$ cat src/rtl/shift_issue_if.sv
// Request/issue/result signal bundle for shift_issue.
// slave is the issue block itself; master is the upstream/shifter/consumer side.
interface shift_issue_if;
  logic       in_valid;
  logic       in_ready;
  logic [3:0] in_a;
  logic [3:0] in_b;
  logic [3:0] in_op;
  logic [3:0] sh_a;
  logic [3:0] sh_b;
  logic [3:0] sh_op;
  logic [3:0] sh_result;
  logic       out_valid;
  logic       out_ready;
  logic [3:0] out_data;
  logic [3:0] out_op;
  logic       err_op;

  modport slave (
    input  in_valid, in_a, in_b, in_op, sh_result, out_ready,
    output in_ready, sh_a, sh_b, sh_op, out_valid, out_data, out_op, err_op
  );

  modport master (
    output in_valid, in_a, in_b, in_op, sh_result, out_ready,
    input  in_ready, sh_a, sh_b, sh_op, out_valid, out_data, out_op, err_op
  );
endinterface

$ cat src/rtl/shift_issue.sv
// Request FIFO feeding an external combinational shifter, one result held at a time.
// Define SHIFT_ISSUE_BYPASS_EN to let a request into an idle, empty block skip the FIFO.
//
// state | meaning
// IDLE  | no request in flight, waiting for FIFO data
// ISSUE | issue register drives the shifter, result captured at next edge
// HOLD  | result held on out_data/out_op until the consumer accepts
module shift_issue #(
  parameter int DEPTH = 4
) (
  input logic           clk,
  input logic           rst_n,
  shift_issue_if.slave  bus
);
  localparam int AW = $clog2(DEPTH);
  localparam int CW = AW + 1;

  typedef enum logic [1:0] {IDLE, ISSUE, HOLD} state_t;

  state_t        state;
  logic [11:0]   mem [DEPTH];
  logic [AW-1:0] wr_ptr;
  logic [AW-1:0] rd_ptr;
  logic [CW-1:0] count;
  logic          push;
  logic          bypass;
  logic          fifo_push;
  logic          pop;
  logic          illegal;
  logic [11:0]   head;

  assign bus.in_ready = (count < CW'(DEPTH));
  assign push         = bus.in_valid && bus.in_ready;
`ifdef SHIFT_ISSUE_BYPASS_EN
  assign bypass       = push && (state == IDLE) && (count == '0);
`else
  assign bypass       = 1'b0;
`endif
  assign fifo_push    = push && !bypass;
  // HOLD always has out_valid set, so out_ready alone completes the handshake
  assign pop          = (count != '0) &&
                        ((state == IDLE) || ((state == HOLD) && bus.out_ready));
  assign head         = mem[rd_ptr];
  assign illegal      = (bus.sh_op > 4'b0011);

  always_ff @(posedge clk) begin
    if (fifo_push) mem[wr_ptr] <= {bus.in_a, bus.in_b, bus.in_op};
  end

  always_ff @(posedge clk or negedge rst_n) begin
    if (!rst_n) begin
      wr_ptr <= '0;
      rd_ptr <= '0;
      count  <= '0;
    end else begin
      if (fifo_push) wr_ptr <= wr_ptr + AW'(1);
      if (pop)       rd_ptr <= rd_ptr + AW'(1);
      case ({fifo_push, pop})
        2'b10:   count <= count + CW'(1);
        2'b01:   count <= count - CW'(1);
        default: count <= count;
      endcase
    end
  end

  always_ff @(posedge clk or negedge rst_n) begin
    if (!rst_n) begin
      state         <= IDLE;
      bus.sh_a      <= '0;
      bus.sh_b      <= '0;
      bus.sh_op     <= '0;
      bus.out_valid <= 1'b0;
      bus.out_data  <= '0;
      bus.out_op    <= '0;
      bus.err_op    <= 1'b0;
    end else begin
      case (state)
        IDLE: begin
          if (pop) begin
            {bus.sh_a, bus.sh_b, bus.sh_op} <= head;
            state <= ISSUE;
          end else if (bypass) begin
            {bus.sh_a, bus.sh_b, bus.sh_op} <= {bus.in_a, bus.in_b, bus.in_op};
            state <= ISSUE;
          end
        end
        ISSUE: begin
          bus.out_valid <= 1'b1;
          bus.out_op    <= bus.sh_op;
          if (illegal) begin
            bus.out_data <= 4'b0000;
            bus.err_op   <= 1'b1;
          end else begin
            bus.out_data <= bus.sh_result;
          end
          state <= HOLD;
        end
        HOLD: begin
          if (bus.out_ready) begin
            bus.out_valid <= 1'b0;
            if (pop) begin
              {bus.sh_a, bus.sh_b, bus.sh_op} <= head;
              state <= ISSUE;
            end else begin
              state <= IDLE;
            end
          end
        end
        default: state <= IDLE;
      endcase
    end
  end
endmodule

$ cat src/flat_wrapper.sv
// flat-port wrapper written by rule: the top's interface ports become plain ports
module shift_issue_flat 
#(
  parameter int DEPTH = 4
)
  (clk, rst_n, bus_in_valid, bus_in_a, bus_in_b, bus_in_op, bus_sh_result, bus_out_ready, bus_in_ready, bus_sh_a, bus_sh_b, bus_sh_op, bus_out_valid, bus_out_data, bus_out_op, bus_err_op);
  shift_issue_if bus_i ();
  input logic clk;
  input logic rst_n;
  input wire logic [$bits(bus_i.in_valid)-1:0] bus_in_valid;
  input wire logic [$bits(bus_i.in_a)-1:0] bus_in_a;
  input wire logic [$bits(bus_i.in_b)-1:0] bus_in_b;
  input wire logic [$bits(bus_i.in_op)-1:0] bus_in_op;
  input wire logic [$bits(bus_i.sh_result)-1:0] bus_sh_result;
  input wire logic [$bits(bus_i.out_ready)-1:0] bus_out_ready;
  output wire logic [$bits(bus_i.in_ready)-1:0] bus_in_ready;
  output wire logic [$bits(bus_i.sh_a)-1:0] bus_sh_a;
  output wire logic [$bits(bus_i.sh_b)-1:0] bus_sh_b;
  output wire logic [$bits(bus_i.sh_op)-1:0] bus_sh_op;
  output wire logic [$bits(bus_i.out_valid)-1:0] bus_out_valid;
  output wire logic [$bits(bus_i.out_data)-1:0] bus_out_data;
  output wire logic [$bits(bus_i.out_op)-1:0] bus_out_op;
  output wire logic [$bits(bus_i.err_op)-1:0] bus_err_op;
  assign bus_i.in_valid = bus_in_valid;
  assign bus_i.in_a = bus_in_a;
  assign bus_i.in_b = bus_in_b;
  assign bus_i.in_op = bus_in_op;
  assign bus_i.sh_result = bus_sh_result;
  assign bus_i.out_ready = bus_out_ready;
  assign bus_in_ready = bus_i.in_ready;
  assign bus_sh_a = bus_i.sh_a;
  assign bus_sh_b = bus_i.sh_b;
  assign bus_sh_op = bus_i.sh_op;
  assign bus_out_valid = bus_i.out_valid;
  assign bus_out_data = bus_i.out_data;
  assign bus_out_op = bus_i.out_op;
  assign bus_err_op = bus_i.err_op;
  shift_issue #(.DEPTH(DEPTH)) u_core (.clk(clk), .rst_n(rst_n), .bus(bus_i));
endmodule
$ cat config.mk
export PLATFORM = sky130hd
export DESIGN_NAME = shift_issue_flat
export DESIGN_NICKNAME = d
export VERILOG_FILES = /design/src/rtl/shift_issue_if.sv /design/src/rtl/shift_issue.sv /design/src/flat_wrapper.sv
export SDC_FILE = /design/constraint.sdc
export NUM_CORES = 1
export LEC_CHECK = 0
export BUFFER_PORTS_ARGS = -buffer_cell sky130_fd_sc_hd__buf_2
export CAP_MARGIN = 20
export CORE_AREA = 2 2 78 80
export CTS_CLUSTER_DIAMETER = 150
export DETAILED_ROUTE_END_ITERATION = 10
export DIE_AREA = 0 0 80 82
export PLACE_DENSITY = 0.76
export SLEW_MARGIN = 20
export SYNTH_ARGS = -nofsm -noshare
export SYNTH_HDL_FRONTEND = slang
export SYNTH_SLANG_ARGS = --single-unit
$ cat constraint.sdc
create_clock -name clk -period 2.6 [get_ports clk]
set_input_delay 0.39 -clock clk [delete_from_list [all_inputs] [get_ports clk]]
set_output_delay 0.39 -clock clk [all_outputs]
set_load 0.01 [all_outputs]
==> results of run 1 <==
==> kinds of logic after synthesis <==
group           count (synthesis)
compound gates                  9
mux                            29
flops                          79
fa+ha+maj                       6
xor+xnor                        6
simple gates                   17
buf+inv                        14
==> sequential cells by signal, summed over array words and instances, names as in the netlist <==
register / flops
u_core.bus.err_op: 1
u_core.bus.out_data: 4
u_core.bus.out_op: 4
u_core.bus.out_valid: 1
u_core.bus.sh_a: 4
u_core.bus.sh_b: 4
u_core.bus.sh_op: 4
u_core.count: 3
u_core.mem: 48
u_core.rd_ptr: 2
u_core.state: 2
u_core.wr_ptr: 2
==> routing by layer <==
| metal | vias up | wire (um) |
|---|---|---|
| li1 | 702 | - |
| met1 | 778 | 2130 |
| met2 | 44 | 2480 |
| met3 | 5 | 256 |
| met4 | 0 | 53 |
| met5 | - | 0 |
==> cells in the final DEF (no fill, tap or decap), types with 3 or more instances in the layout <==
master | netlist | layout
xnor2_1 | 3 | 3
buf_2 | 2 | 42
bufinv_16 | 0 | 3
mux4_1 | 4 | 4
edfxtp_1 | 48 | 48
mux2_4 | 8 | 8
clkbuf_8 | 0 | 9
a22o_1 | 4 | 4
mux2_2 | 8 | 8
xor2_1 | 3 | 3
mux4_2 | 8 | 8
ha_1 | 5 | 5
inv_1 | 8 | 8
dfrtp_1 | 31 | 31
and2_1 | 4 | 4
==> worst reg2reg max path: stages, from the launching register on <==
cell	delay, ns
dfrtp_1	0.42
nor2b_1	0.17
nor3_2	0.15
ha_1	0.21
inv_1	0.07
fa_1	0.44
xor2_1	0.15
nor2_1	0.12
xnor2_1	0.14
==> stage by stage <==
stage	worst slack [ns]	util, %	cells	hold slack [ns]	total power, mW
global placement	0.752	58.7	273	0.455	3.32
global route	0.485	63.3	289	0.128	4.77
floorplan	0.434	-	160	0.0944	3.02
CTS	0.617	63.3	289	0.100	4.55
finish	0.637	63.3	289	0.0811	4.50
detailed placement	0.651	58.7	273	0.461	3.41
==> cell type report <==
class | count | area share [%]
tap | 75 | 2.58
timing repair buffer | 44 | 6.19
clock buffer | 10 | 4.09
sequential | 79 | 61.0
clock inverter | 6 | 3.16
inverter | 8 | 0.826
multi-input combinational | 67 | 22.2
==> power groups by stage <==
stage | Clock, mW | Combinational (mW) | Sequential [mW]
floorplan | 0 | 1.07 | 1.95
global placement | 0 | 1.39 | 1.92
detailed placement | 0 | 1.47 | 1.94
CTS | 1.15 | 1.48 | 1.92
global route | 1.22 | 1.59 | 1.96
finish | 1.14 | 1.45 | 1.92
==> final timing paths <==
check / depth (start not counted) / endpoint / slack (ns) / start
min: 1 / u_core.bus.out_data[1] / 0.08 / rst_n
min reg2reg: 1 / u_core.bus.err_op / 0.48 / u_core.bus.err_op
min in group clk: 1 / u_core.mem[0][10] / 0.26 / bus_in_a[2]
max: 8 / u_core.count[2] / 0.64 / u_core.state[1]
max in group asynchronous: 1 / u_core.bus.sh_b[1] / 2.07 / rst_n
max reg2reg: 8 / u_core.count[2] / 0.64 / u_core.state[1]
==> impl_metrics.ini, run 1 <==
[power]
powerDensity_nw_per_um2 = 1240
ir_drop_v = 0.000654
pwr-share-seq_pct = 42.6
power.switching_mw = 1.33
p_comb_share_pct = 32.1
power.internal_mw = 3.17
leakage_nw = 1.47
p_sw_share_pct = 29.5
pwr-share-clk_pct = 25.3

[yosys]
synth-compound-area-share_pct = 2.01
seq_area_frac_synth_pct = 71.4
syn_area_sq_um = 3110
synth_cell_types = 29
syn_area_per_cell_sq_um = 19.4
synthAdderAreaFrac_pct = 2.66
yosys_warnings = 0
synth_common_cells = 48 x edfxtp_1, 31 x dfrtp_1
syn-num-nets = 186
synth_xor_area_share_pct = 1.69
ys_seq_elements = 79
syn_inst = 160
synthFlopType = edfxtp_1
synth_top_family_by_area = multiplexers
synthSimpleGateAreaFrac_pct = 3.34
synth_area_leader_cell = edfxtp_1
ys_top_cells_by_area = edfxtp_1 46%, dfrtp_1 25%, mux4_2 5.8%
synth_most_common_cell = edfxtp_1
synthMuxAreaShare_pct = 16.3
async_reset_ff_share_pct = 39.2
synth-edff-count = 48
synth_top_area_share_pct = 46.4

[global_routing]
antenna_found_initial = 0
grt_pass1_vias = 1586
grt_use_total_pct = 17.2
grt_pass1_wl_um = 7940
use_met2_pct = 28.4
grt_use_met1_pct = 21.8
grt_overflow_total = 0
top_usage_layer = met2
grt_util_met3_pct = 5.60
grt_start_max_net_pins = 32

[critical_path]
cp-end-kind = register
critPathTopFamily = adder cells
crit_required_ns = 2.86
max_stage_delay_ns = 0.44
critPathLaunchType = register
path_cells = nor2b_1 -> nor3_2 -> ha_1 -> inv_1 -> fa_1 -> xor2_1 -> nor2_1 -> xnor2_1
path_class = register to register
cp_slowest_cell = fa_1
critical_path.max_fanout = 5
cp_data_arrival_time_ns = 2.22
cp_num_buf_inv = 1

[sta]
post-route-period-util_pct = 75.5
hold_viol_final = 0
tns_ns = 0
skew_ns = 0.00713
slew_headroom_pct = 54.6
slew_violations = 0
setup_viol = 0
fmax_ghz = 0.510
min_period_ns = 1.96
tightestPinTransition_ns = 0.681
rsz0062_at_grt = false

[drt]
wl_per_cell_um = 17.0
dr.pass1.iters = 4
dr.first_iter.drc_count = 65
vias_per_cell = 5.29
antenna_left = 0
vias = 1529
routed_wirelength_um = 4920
post-route-drc-count = 0

[finish]
nFillCells = 415
final_nets = 235
drive_gt1_share_pct = 40.2
final_area_sq_um = 3640
n_antenna_cell = 0
multi_input_area_sq_um = 807
seq_area_sq_um = 2220
areaGrowthSynthToFinish_pct = 17.1

[clocking]
htreeDepth = 3
cts_resized = 0
clk_path_buf_depth = 2
ctsHoldBuffers = 0
root_buffer = clkbuf_8
tritoncts = built
cts.sink_count = 79
insertion_delay_ns = 0.34
cts_setup_buffers = 0
clkTransAtPathRegs_ns = 0.08
numCtsBuffers = 9

[floorplan]
coreArea_sq_um = 5750
start_util_pct = 54.1
rows = 28
io_pins = 43
die-area_sq_um = 6560
dieWidth_um = 80
die_y_um = 82

[status]
outcome = finished, final reports clean

[job]
maxCapViolations = 0

[placement]
place.gp.congestion = 0.647
portBuffers = 42
placed_cell_area_sq_um = 3370
dpl.hpwl_um = 3210

[worst_hold_path]
min_path_type = input port to asynchronous set/reset pin
Power figures use the tool's default switching activity.
==> inputs of run 2 (changes only) <==
--- a/config.mk
+++ b/config.mk
@@ -7,11 +7,11 @@
 export LEC_CHECK = 0
 export BUFFER_PORTS_ARGS = -buffer_cell sky130_fd_sc_hd__buf_2
 export CAP_MARGIN = 20
-export CORE_AREA = 2 2 78 80
+export CORE_AREA = 2 2 82 84
 export CTS_CLUSTER_DIAMETER = 150
 export DETAILED_ROUTE_END_ITERATION = 10
-export DIE_AREA = 0 0 80 82
-export PLACE_DENSITY = 0.76
+export DIE_AREA = 0 0 84 86
+export PLACE_DENSITY = 0.73
 export SLEW_MARGIN = 20
 export SYNTH_ARGS = -nofsm -noshare
 export SYNTH_HDL_FRONTEND = slang
==> constraint.sdc (replaced) <==
create_clock -name clk -period 1.7 [get_ports clk]
set_input_delay 0.255 -clock clk [delete_from_list [all_inputs] [get_ports clk]]
set_output_delay 0.255 -clock clk [all_outputs]
set_load 0.01 [all_outputs]
==> run 2 against run 1 <==
Effect of this change: the run now ends with setup timing left; clock power is 39% higher; combinational power is 73% higher; routed wire length is 0.98% higher; via count is 2.6% higher; cell area is 4.3% higher; power is 56% higher; sequential cell count stayed put; sequential share of layout area is 2.5 points lower; non-clock buffer count is 16 higher; worst setup slack worse by 0.65 ns; utilization is 2.9 points lower; critical path type unchanged; critical endpoint unchanged.
==> impl_metrics.ini, run 2 (synthesized netlist as in run 1, its figures left out) <==
[status]
outcome = complete, but fails checks
violations = setup timing

[finish]
nFillCells = 486
regMostFlops = u_core.mem
n_antenna_cell = 0
areaGrowthSynthToFinish_pct = 22.1
fin_cells = 307
layout_commonest_cell = edfxtp_1
multi_input_area_sq_um = 841
largest_reg_flops = 48
drive_gt1_share_pct = 45.7
final_nets = 251
fin_util_pct = 60.4
mostFrequentLayoutCells = 48 x edfxtp_1, 42 x buf_2, 31 x dfrtp_1
seq_area_sq_um = 2220

[drt]
antenna_left = 0
dr.pass1.iters = 4
wl_per_cell_um = 16.2
vias_per_cell = 5.11
post-route-drc-count = 0
routed_wirelength_um = 4970
vias = 1569
dr.first_iter.drc_count = 48

[global_routing]
grt_overflow_total = 0
grt_pass1_wl_um = 8040
grt_pass1_vias = 1583
grt_start_max_net_pins = 32
antenna_found_initial = 0
grt_use_total_pct = 15.0

[sta]
timing.final.ws_setup_ns = -0.0143
skew_ns = 0.00601
post-route-period-util_pct = 101
hold_viol_final = 0
min_period_ns = 1.71
fmax_ghz = 0.583
setup_viol = 1
rsz0062_at_grt = true
slew_headroom_pct = 54.2
tightestPinTransition_ns = 0.687
slew_violations = 0
tns_ns = -0.0143

[clocking]
cts.sink_count = 79
tritoncts = built
clkTransAtPathRegs_ns = 0.08
root_buffer = clkbuf_8
insertion_delay_ns = 0.34
htreeDepth = 3
numCtsBuffers = 9
clk_path_buf_depth = 2

[floorplan]
die_y_um = 86
die-area_sq_um = 7220
rows = 29
start_util_pct = 49.5
dieWidth_um = 84
coreArea_sq_um = 6280
io_pins = 43

[critical_path]
cp_num_buf_inv = 1
path_cells = nor2b_4 -> nor3_4 -> ha_4 -> inv_2 -> fa_2 -> xor2_1 -> nor2_1 -> xnor2_1
critPathLaunchType = register
cp_slowest_cell = dfrtp_1
cp_data_arrival_time_ns = 1.98
path_class = register to register
critical_path.max_fanout = 2
max_stage_delay_ns = 0.38
critPathTopFamily = adder cells
crit_required_ns = 1.96
cp-end-kind = register

[placement]
pre_cts_slack_ns = -0.0365
portBuffers = 42
post-place-cells = 288
place.gp.congestion = 0.739
dpl.hpwl_um = 3350

[power]
leakage_nw = 1.55
powerDensity_nw_per_um2 = 1850
ir_drop_v = 0.00112

[job]
maxCapViolations = 0

[worst_hold_path]
min_path_type = input port to register
-- run 2: path summary, 6_finish.rpt --
path,endpoint,cells after the start,slack [ns],start
max in group asynchronous,u_core.bus.sh_b[2],2,0.77,rst_n
max reg2reg,u_core.count[2],8,-0.01,u_core.state[1]
min reg2reg,u_core.bus.err_op,1,0.50,u_core.bus.err_op
max,u_core.count[2],8,-0.01,u_core.state[1]
min in group asynchronous,u_core.bus.out_data[0],2,0.49,rst_n
min,u_core.mem[3][8],1,0.13,bus_in_a[0]
-- run 2: timing repair --
item	in CTS	in global routing
hold buffers	1	0
resized for setup	0	1
setup buffers	1	1
endpoints found under the hold margin	31	0
setup endpoints to repair	1	5
cloned	0	0
pin swaps	1	2
-- run 2: area by class of cell --
class	instances	area share, %
clock buffers	10	3.36
clock inverters	6	2.87
inverters	8	0.792
multi-input cells	67	22.2
flip-flops and latches	79	58.4
well taps	77	2.54
repair buffers	60	9.83
-- run 2: power breakdown --
group,internal (mW),switching (mW),leakage [nW],total (mW)
clock,0.973,0.619,0.120,1.59
sequential,2.59,0.321,0.803,2.91
combinational,1.42,1.09,0.627,2.51
total,4.99,2.03,1.55,7.02
-- run 2: through the flow --
step                area, sq um  power (mW)  hold slack [ns]
finish                     3790        7.02            0.132
global route               3790        7.43            0.110
CTS                        3780        7.10            0.105
detailed placement         3530        5.45            0.348
global placement           3530        5.34            0.344
floorplan                  3140        4.70          -0.0406
-- run 2: metal layers --
metal	up-vias	global-route usage [%]	share of wire (%)	wire length [um]
met2	42	25.9	54	2670
met1	789	17.8	41	2040
li1	734	-	-	-
met4	0	5.72	0.68	34
met5	-	0	0	0
met3	4	4.72	4.6	228
